===== src/rtl/rv64g_pkg.sv =====
`default_nettype none
// ============================================================================
// Package  : rv64g_pkg
// Brief    : Shared core types and sizes, including scoreboard state encoding.
// Revision : 1.0
// ============================================================================
package rv64g_pkg;

    localparam int NUM_REGS = 32;
    localparam int SB_CNT_W = 2;

    typedef enum logic [1:0] {
        SB_RUN   = 2'd0,
        SB_DRAIN = 2'd1,
        SB_HOLD  = 2'd2
    } sb_state_e;

endpackage : rv64g_pkg
`default_nettype wire


===== src/rtl/reg_lock_cnt.sv =====
`default_nettype none
// ============================================================================
// Module   : reg_lock_cnt
// Brief    : In-flight writer counter for one architectural register.
// Revision : 1.0
// ============================================================================
module reg_lock_cnt #(
    parameter int CNT_W = 2,
    parameter int INC_W = 2,
    parameter int DEC_W = 2
) (
    input  logic             clk,
    input  logic             rst,
    input  logic             clr,
    input  logic [INC_W-1:0] inc,
    input  logic [DEC_W-1:0] dec,
    output logic [CNT_W-1:0] cnt,
    output logic             saturated,
    output logic             nonzero,
    output logic             underflow
);

    localparam int SUM_W = CNT_W + INC_W + DEC_W;

    logic [CNT_W-1:0] r_cnt;
    logic [SUM_W-1:0] w_sum;
    logic [SUM_W-1:0] w_dec;

    // Writebacks in excess of the available writers are dropped and flagged.
    assign w_sum     = SUM_W'(r_cnt) + SUM_W'(inc);
    assign w_dec     = SUM_W'(dec);
    assign underflow = (w_dec > w_sum);

    always_ff @(posedge clk) begin
        if (rst || clr) begin
            r_cnt <= '0;
        end else if (underflow) begin
            r_cnt <= '0;
        end else begin
            r_cnt <= CNT_W'(w_sum - w_dec);
        end
    end

    assign cnt       = r_cnt;
    assign saturated = &r_cnt;
    assign nonzero   = |r_cnt;

endmodule : reg_lock_cnt
`default_nettype wire


===== src/rtl/reg_lock_scoreboard.sv =====
`default_nettype none
// ============================================================================
// Module   : reg_lock_scoreboard
// Brief    : Multi-issue register scoreboard with counted locks and blocking
//            instruction serialisation.
// Revision : 1.0
// ============================================================================
module reg_lock_scoreboard
    import rv64g_pkg::*;
#(
    parameter int NR    = NUM_REGS,
    parameter int NI    = 2,
    parameter int NWB   = 2,
    parameter int CNT_W = SB_CNT_W
) (
    input  logic                    clk_i,
    input  logic                    rst_i,
    input  logic [NI-1:0]           iss_valid_i,
    input  logic [NI-1:0]           iss_blocking_i,
    input  logic [NI*$clog2(NR)-1:0] iss_rd_i,
    input  logic [NI*NR-1:0]        iss_req_i,
    output logic [NI-1:0]           iss_gnt_o,
    input  logic [NWB-1:0]          wb_valid_i,
    input  logic [NWB*$clog2(NR)-1:0] wb_rd_i,
    input  logic                    blk_done_i,
    input  logic                    flush_i,
    output logic [NR-1:0]           locks_o,
    output logic                    busy_o,
    output logic                    underflow_o
);

    localparam int RW    = $clog2(NR);
    localparam int INC_W = $clog2(NI + 1);
    localparam int DEC_W = $clog2(NWB + 1);
    localparam int SAT_W = CNT_W + INC_W;
    localparam logic [SAT_W-1:0] c_cnt_max = SAT_W'((1 << CNT_W) - 1);

    sb_state_e        r_state;
    sb_state_e        w_state_next;
    logic             r_underflow;
    logic [CNT_W-1:0] w_cnt [NR];
    logic [INC_W-1:0] w_inc [NR];
    logic [DEC_W-1:0] w_dec [NR];
    logic [NR-1:0]    w_nonzero;
    logic [NR-1:0]    w_sat;
    logic [NR-1:0]    w_uf;
    logic [NI-1:0]    w_gnt;
    logic             w_blk_gnt;
    logic             w_all_zero;
    logic             w_ch0_blk;

    logic [NR-1:0]    w_pend;
    logic             w_in_order;
    logic             w_ok;
    logic             w_sat_ok;
    logic [RW-1:0]    w_rd_j;
    logic [RW-1:0]    w_rd_k;
    logic [NR-1:0]    w_req_j;
    logic [INC_W-1:0] w_same;

    assign w_all_zero = ~|w_nonzero;
    assign w_ch0_blk  = iss_valid_i[0] && iss_blocking_i[0];

    // In-order grant chain: a stalled channel stops every younger channel.
    always_comb begin
        w_gnt      = '0;
        w_blk_gnt  = 1'b0;
        w_pend     = '0;
        w_in_order = 1'b1;
        w_ok       = 1'b0;
        w_sat_ok   = 1'b0;
        w_rd_j     = '0;
        w_rd_k     = '0;
        w_req_j    = '0;
        w_same     = '0;
        for (int j = 0; j < NI; j++) begin
            w_rd_j  = iss_rd_i[j*RW +: RW];
            w_req_j = iss_req_i[j*NR +: NR];
            w_same  = '0;
            for (int k = 0; k < NI; k++) begin
                w_rd_k = iss_rd_i[k*RW +: RW];
                if ((k < j) && w_gnt[k] && (w_rd_k == w_rd_j)) begin
                    w_same = w_same + INC_W'(1);
                end
            end
            w_sat_ok = (w_same == '0) ? !w_sat[w_rd_j]
                     : ((SAT_W'(w_cnt[w_rd_j]) + SAT_W'(w_same)) < c_cnt_max);
            w_ok = iss_valid_i[j] && w_in_order && !flush_i;
            if (iss_blocking_i[j]) begin
                w_ok = w_ok && (j == 0) && w_all_zero &&
                       ((r_state == SB_RUN) || (r_state == SB_DRAIN));
            end else begin
                w_ok = w_ok && (r_state == SB_RUN) &&
                       ((w_req_j & (w_nonzero | w_pend)) == '0) && w_sat_ok;
            end
            w_gnt[j] = w_ok;
            if (w_ok && (w_rd_j != '0)) begin
                w_pend[w_rd_j] = 1'b1;
            end
            if (w_ok && iss_blocking_i[j]) begin
                w_blk_gnt = 1'b1;
            end
            w_in_order = w_ok && !iss_blocking_i[j];
        end
    end

    // x0 never counts; flushed writebacks are discarded entirely.
    always_comb begin
        for (int r = 0; r < NR; r++) begin
            w_inc[r] = '0;
            w_dec[r] = '0;
            for (int j = 0; j < NI; j++) begin
                if (w_gnt[j] && (r != 0) && (iss_rd_i[j*RW +: RW] == RW'(r))) begin
                    w_inc[r] = w_inc[r] + INC_W'(1);
                end
            end
            for (int p = 0; p < NWB; p++) begin
                if (wb_valid_i[p] && !flush_i && (r != 0) &&
                    (wb_rd_i[p*RW +: RW] == RW'(r))) begin
                    w_dec[r] = w_dec[r] + DEC_W'(1);
                end
            end
        end
    end

    generate
        for (genvar r = 0; r < NR; r++) begin : g_cnt
            reg_lock_cnt #(
                .CNT_W (CNT_W),
                .INC_W (INC_W),
                .DEC_W (DEC_W)
            ) u_cnt (
                .clk       (clk_i),
                .rst       (rst_i),
                .clr       (flush_i),
                .inc       (w_inc[r]),
                .dec       (w_dec[r]),
                .cnt       (w_cnt[r]),
                .saturated (w_sat[r]),
                .nonzero   (w_nonzero[r]),
                .underflow (w_uf[r])
            );
        end
    endgenerate

    always_comb begin
        w_state_next = r_state;
        case (r_state)
            SB_RUN: begin
                if (w_blk_gnt) begin
                    w_state_next = SB_HOLD;
                end else if (w_ch0_blk) begin
                    w_state_next = SB_DRAIN;
                end
            end
            SB_DRAIN: begin
                if (!w_ch0_blk) begin
                    w_state_next = SB_RUN;
                end else if (w_blk_gnt) begin
                    w_state_next = SB_HOLD;
                end
            end
            SB_HOLD: begin
                if (blk_done_i) begin
                    w_state_next = SB_RUN;
                end
            end
            default: w_state_next = SB_RUN;
        endcase
    end

    always_ff @(posedge clk_i) begin
        if (rst_i || flush_i) begin
            r_state <= SB_RUN;
        end else begin
            r_state <= w_state_next;
        end
    end

    always_ff @(posedge clk_i) begin
        if (rst_i) begin
            r_underflow <= 1'b0;
        end else if (|w_uf) begin
            r_underflow <= 1'b1;
        end
    end

    assign iss_gnt_o   = w_gnt;
    assign locks_o     = w_nonzero;
    assign busy_o      = (|w_nonzero) || (r_state != SB_RUN);
    assign underflow_o = r_underflow;

endmodule : reg_lock_scoreboard
`default_nettype wire


===== config.mk =====
export PLATFORM = sky130hd
export DESIGN_NAME = reg_lock_scoreboard
export DESIGN_NICKNAME = d
export VERILOG_FILES = /design/src/rtl/rv64g_pkg.sv /design/src/rtl/reg_lock_cnt.sv /design/src/rtl/reg_lock_scoreboard.sv
export SDC_FILE = /design/constraint.sdc
export NUM_CORES = 1
export LEC_CHECK = 0
export CAP_MARGIN = 25
export CORE_UTILIZATION = 60
export DETAILED_ROUTE_END_ITERATION = 8
export DONT_BUFFER_PORTS = 1
export PLACE_DENSITY = 0.87
export SLEW_MARGIN = 20
export SYNTH_ARGS = -nofsm -noshare
export SYNTH_HDL_FRONTEND = slang
export SYNTH_SLANG_ARGS = --single-unit
export TNS_END_PERCENT = 10

===== constraint.sdc =====
create_clock -name clk_i -period 10.52 [get_ports clk_i]
set_input_delay 2.104 -clock clk_i [delete_from_list [all_inputs] [get_ports clk_i]]
set_output_delay 2.104 -clock clk_i [all_outputs]
set_load 0.1 [all_outputs]

; ---- Word level (Yosys, flattened, before mapping)
; Cells that the tools add are included.
[totals]
out_inout_bits = 36
latch_bits = 0
inputBits = 94
register_bits = 65
mem_bits_rw = 0
rom_bits = 0
memories = 0
[classes]
reduce_logical = 254
bitwise = 4
order_cmp = 36
mux = 146
eq_ne = 130
n_shift = 0
n_mul = 0
add_sub_neg = 125
div_mod_pow = 0
[ops]
columns = operator, count
row1 = "== test 5 bit, second input constant", 64
row2 = "== test 5 x 4 -> 1 bit, second input constant", 32
row3 = logical AND 1 bit, 144
row4 = two-way mux 2 bit, 69
row5 = "adder 1 x 1 -> 2 bit, second input constant", 62
row6 = OR reduction 2 bit, 62
row7 = adder 2 x 2 -> 3 bit, 31
row8 = > comparator 2 x 3 -> 1 bit, 31
row9 = "== test 5 x 3 -> 1 bit, second input constant", 16
row10 = two-way mux 1 bit, 71
row11 = AND 32 bit, 2
row12 = zero test 32 bit, 2
row13 = AND reduction 2 bit, 31
row14 = OR reduction 62 bit, 1
row15 = subtractor 2 bit, 31
row16 = "== test 5 x 2 -> 1 bit, second input constant", 8
row17 = two-way mux 32 bit, 1
row18 = OR 32 bit, 1
row19 = OR reduction 31 bit, 1
row20 = "== test 5 x 1 -> 1 bit, second input constant", 4
row21 = "less-than comparator 5 x 6 -> 1 bit, second input constant", 2
row22 = binary-select mux 1 bit (select 5 bit), 2
row23 = binary-select mux 2 bit (select 5 bit), 1
row24 = ">= comparator 6 bit, second input constant", 1
row25 = other kinds (17), 25

; ---- Logic depth before layout (Yosys ltp)
[logic_depth]
word_depth = 19
mapped_depth = 19
mapped_depth_nobuf = 16

; ---- Hierarchy
; Synthesis repeated with hierarchy kept, for this count alone.
[unflattened]
cells_unflattened = 1170
hier_area_um2 = 10191.0
[by_module_without_submodules]
columns = module, n_inst, seq_area_each_um2, cells_per_inst, area_per_inst_um2
row1 = reg_lock_cnt, 32, 40.0, 20, 196.4
row2 = reg_lock_scoreboard, 1, 60.1, 530, 3905.0

; ---- Least setup slack after synthesis
; No wires, ideal clock.
[synth_timing]
path_type = input to output
startpoint = input port iss_rd_i[1]
endpoint = output port iss_gnt_o[0]
slack_ns = 2.952
arrival_time_ns = 5.464
stages = 7
path_cell_list = buf_6 > and3_4 > a311oi_2 > o32ai_1 > or4_1 > a21boi_0 > o21ai_0
[synth_between]
elab_chain_cells = 5
[synth_lines]
columns = element, line
row1 = "start, declared", reg_lock_scoreboard.sv:20  ; input logic [NI*$clog2(NR)-1:0] iss_rd_i,
row2 = binary-select mux 1 bit (select 5 bit), reg_lock_scoreboard.sv:86  ; w_sat_ok = (w_same == '0) ? !w_sat[w_rd_j]
row3 = two-way mux 1 bit (not written as such), reg_lock_scoreboard.sv:86
row4 = zero test 1 bit, reg_lock_scoreboard.sv:86
row5 = logical AND 1 bit, reg_lock_scoreboard.sv:94  ; ((w_req_j & (w_nonzero | w_pend)) == '0) && w_sat_ok;
row6 = two-way mux 1 bit, reg_lock_scoreboard.sv:89  ; if (iss_blocking_i[j]) begin
row7 = "end, declared", reg_lock_scoreboard.sv:22  ; output logic [NI-1:0] iss_gnt_o,
; Every way passes these cells. The select of a mux whose other input is x is not followed.

; ---- Worst setup path after layout
[layout_timing]
startpoint = input port iss_req_i[28]
endpoint = register r_underflow, in the netlist underflow_o
[layout_between]
elab_chain_cells = 18
[layout_lines]
columns = element, line
row1 = "start, declared", reg_lock_scoreboard.sv:21  ; input logic [NI*NR-1:0] iss_req_i,
row2 = AND 32 bit *, reg_lock_scoreboard.sv:94
row3 = zero test 32 bit *, reg_lock_scoreboard.sv:94
row4 = logical AND 1 bit *, reg_lock_scoreboard.sv:93  ; w_ok = w_ok && (r_state == SB_RUN) &&
row5 = logical AND 1 bit *, reg_lock_scoreboard.sv:94
row6 = two-way mux 1 bit *, reg_lock_scoreboard.sv:89
row7 = branches (longest 12 deep; another with adder 2 x 1 -> 3 bit), -
row8 = OR reduction 31 bit *, reg_lock_scoreboard.sv:183  ; end else if (|w_uf) begin
row9 = "end signal, assigned", reg_lock_scoreboard.sv:182  ; r_underflow <= 1'b0;
row10 = "end signal, assigned", reg_lock_scoreboard.sv:184  ; r_underflow <= 1'b1;
row11 = "end, declared", reg_lock_scoreboard.sv:40  ; logic r_underflow;
; Every way passes the cells marked *.
; A chain may end at the register's enable or synchronous reset.

==> impl_results.md <==
* Setup total negative slack at 0 ps
* Final cell count without fillers at 1379
* Filler cells at 1310
* Final hold vios at 0
* Commonest cells after routing, fill and taps aside: 186 x ha_1, 139 x nor2_1, 100 x inv_1
* Worst slew pin tran at 1098 ps
* Number of global-route vias before repair at 9982
* Worst VDD drop at 65.91 µV
* Post-CTS Setup Inserts at 0
* CP max stage cell: o41ai_2
* Worst reg-to-reg path cell count at 17
* Post-CTS sizing at 0
* Dpl cells at 1358
* Drt wl/cell at 27.24 µm
* Worst-path clk slew at 70 ps
* Ys async rst share at 0%
* Post-Syn Area per Cell at 8.324 µm²
* Top FF cell, synth: dfxtp_1
* Lkg Pwr at 4.259 nW
* Clk Latency, worst-skew pair at 360 ps
* Min cycle time layout at 8211 ps
* Core Region at 0.01652 mm²
* Clk_skew at 13.08 ps
* Status: complete, no violations
* Netlist cell types at 73
* CP peak stage delay at 890 ps
* Drt drc at 0
* Max-cap viol count at 0
* Top cell type's share of synthesized area at 22.95%
* Relative slew slack at 26.78%
* RSZ-0062 raised after global routing: no
* Yosys warns at 0
* H-tree depth at 3
* Hold/Removal Path Class: reg2reg
* Hold-fix buffers at CTS at 0
* Hold Path Stages at 1
* Ranking of synthesized cells by area: ha_1 23%, dfxtp_1 13%, fa_1 6.1%
* Worst setup margin at 2309 ps
* Via count at 9955
* Slew Limit Fails at 0
* Cell Area, Synth at 0.01014 mm²
* Critical path required time at 10720 ps
* Dpl hpwl at 27340 µm
* Drt first pass iters at 8
* Number of setup violations in the final report at 0
* CP Max Fanout at 21
* Most common cell after layout, fill and taps aside: ha_1
* # port buffers at 0
* Initial antenna violation count at 3
* Die ar. at 0.01742 mm²
* Global route overflow at 0
* Top achievable clock speed at 121.8 MHz
* CP arrival at 8410 ps
* IO Count at 130
* Clk root buf: clkbuf_16
* Synth-to-Final Area Change at 2.506%
* Top cell type by total area after synthesis: ha_1
* Synth Net Count at 1529
* DRT iter0 DRCs at 1649
* Pre-CTS setup slack at 2670 ps
* Vias per Instance at 7.219
* Crit share post-route at 78.05%
* Longest Clk Path Bufs at 2
* First-pass GRT wire length at 57740 µm
* GP Congestion at 1.035
* Clock tree sinks at 65
* CTS tree: yes
* Cell area power density at 76.25 mW/mm²
* Post-route ant nets at 0
* Cts bufs inserted at 9
* CP Cell Sequence: o21ai_0, nand4_1, nor4_1, nand4_1, o41ai_2, buf_4, nor4b_1, ha_1, ha_1, fa_1, inv_1, ha_1, nor2b_1, o21ai_0, nand4_1, nor4_1, a21oi_1
* Post-synth EDFFs at 0
* Setup Crit Path Kind: in2reg
* Post-Synthesis Cells at 1218
* Post-synthesis sequential area ratio at 12.83%
* Final nets at 1461
* CP Launch Type: input pin
* Worst setup EP type: flip-flop
* Tot GR Track Use at 44.46%
* Largest net degree at the start of global routing at 44
* Seq cells post-synth at 65
* Rows at 47
* Effective utilization at floorplan at 61.35%
* Die Ht at 132.0 µm
* Layout cell share with drive strength beyond 1 at 11.08%
* Die X-Extent at 132.0 µm
* Total Wirelength at 37560 µm
[stage by stage]
step,total power (W),util [%],instance area (µm²),hold WS (ps)
3_5_place_dp,0.0004220,60.63,10020,662.6
4_1_cts,0.0007824,62.76,10370,672.0
6_report,0.0007924,62.89,10390,673.0
2_1_floorplan,0.0003997,-,10140,696.0
5_1_grt,0.0008104,62.85,10390,696.2
3_3_place_gp,0.0004191,60.46,9991,649.0
[cells in the mapped netlist, types with 30 or more instances]
library cell	n
ha_1	186
nor2_1	140
inv_1	100
nand2_1	92
o21ai_0	87
dfxtp_1	65
nor2b_1	42
buf_4	39
a21oi_1	37
or2_2	37
xor2_1	33
fa_1	31
clkbuf_1	30
[sequential cells by signal, summed over array words and instances (netlist names)]
name / cells
g_cnt.u_cnt.cnt: 62
r_state: 2
underflow_o: 1
[layout make-up]
cell class              instances  area, µm²  area share (%)
multi-input cells             965       7993           76.91
inverters                     100      375.4           3.612
flip-flops and latches         65       1301           12.52
well taps                     220      275.3           2.649
clock inverters                 6      113.9           1.096
diodes                          4      10.01         0.09632
repair buffers                  9      85.08          0.8187
clock buffers                  10      239.0           2.300
[cells by family (layout without fill, tap and decap cells)]
| family | count (synthesis) | count (layout) | share of synthesized area, % |
|---|---|---|---|
| other | 1 | 5 | 0.03699 |
| adders and majority gates | 217 | 217 | 29.08 |
| AOI/OAI and AO/OA | 202 | 202 | 15.93 |
| muxes | 28 | 28 | 5.109 |
| DFF | 65 | 65 | 12.83 |
| xor gates and xnor gates | 36 | 36 | 3.110 |
| buffers and inverters | 188 | 125 | 8.984 |
| and+or+nand+nor | 481 | 481 | 24.92 |
[report_power, final]
group / switching, W / internal [W] / total [W]
clock: 0.000128 / 0.000239 / 0.000367
combinational: 0.000118 / 0.0000467 / 0.000165
sequential: 0.0000116 / 0.000249 / 0.000260
[worst max-delay path: cells and delay by family]
kind | cells | cell delay (ps)
AND/OR/NAND/NOR | 7 | 2950
AO/OA/AOI/OAI | 4 | 1540
adder cells (fa/ha/maj) | 4 | 1320
buffers and inverters | 2 | 480
[routing by layer]
metal | wire length, µm | part of all wire (%) | track usage (%)
met5 | 0 | 0 | 0
met1 | 12510 | 33 | 50.13
met4 | 3498 | 9.3 | 32.75
met3 | 5600 | 15 | 18.07
met2 | 15950 | 42 | 67.75
[worst paths after layout]
kind,start,endpoint,slack [ps]
worst max-delay path,iss_req_i[28],underflow_o,2310
worst min-delay path,r_state[1],r_state[1],670
worst max register to register,g_cnt[28].u_cnt.cnt[0],underflow_o,3290
worst min register to register,r_state[1],r_state[1],670
(Power assumes the default switching activity.)
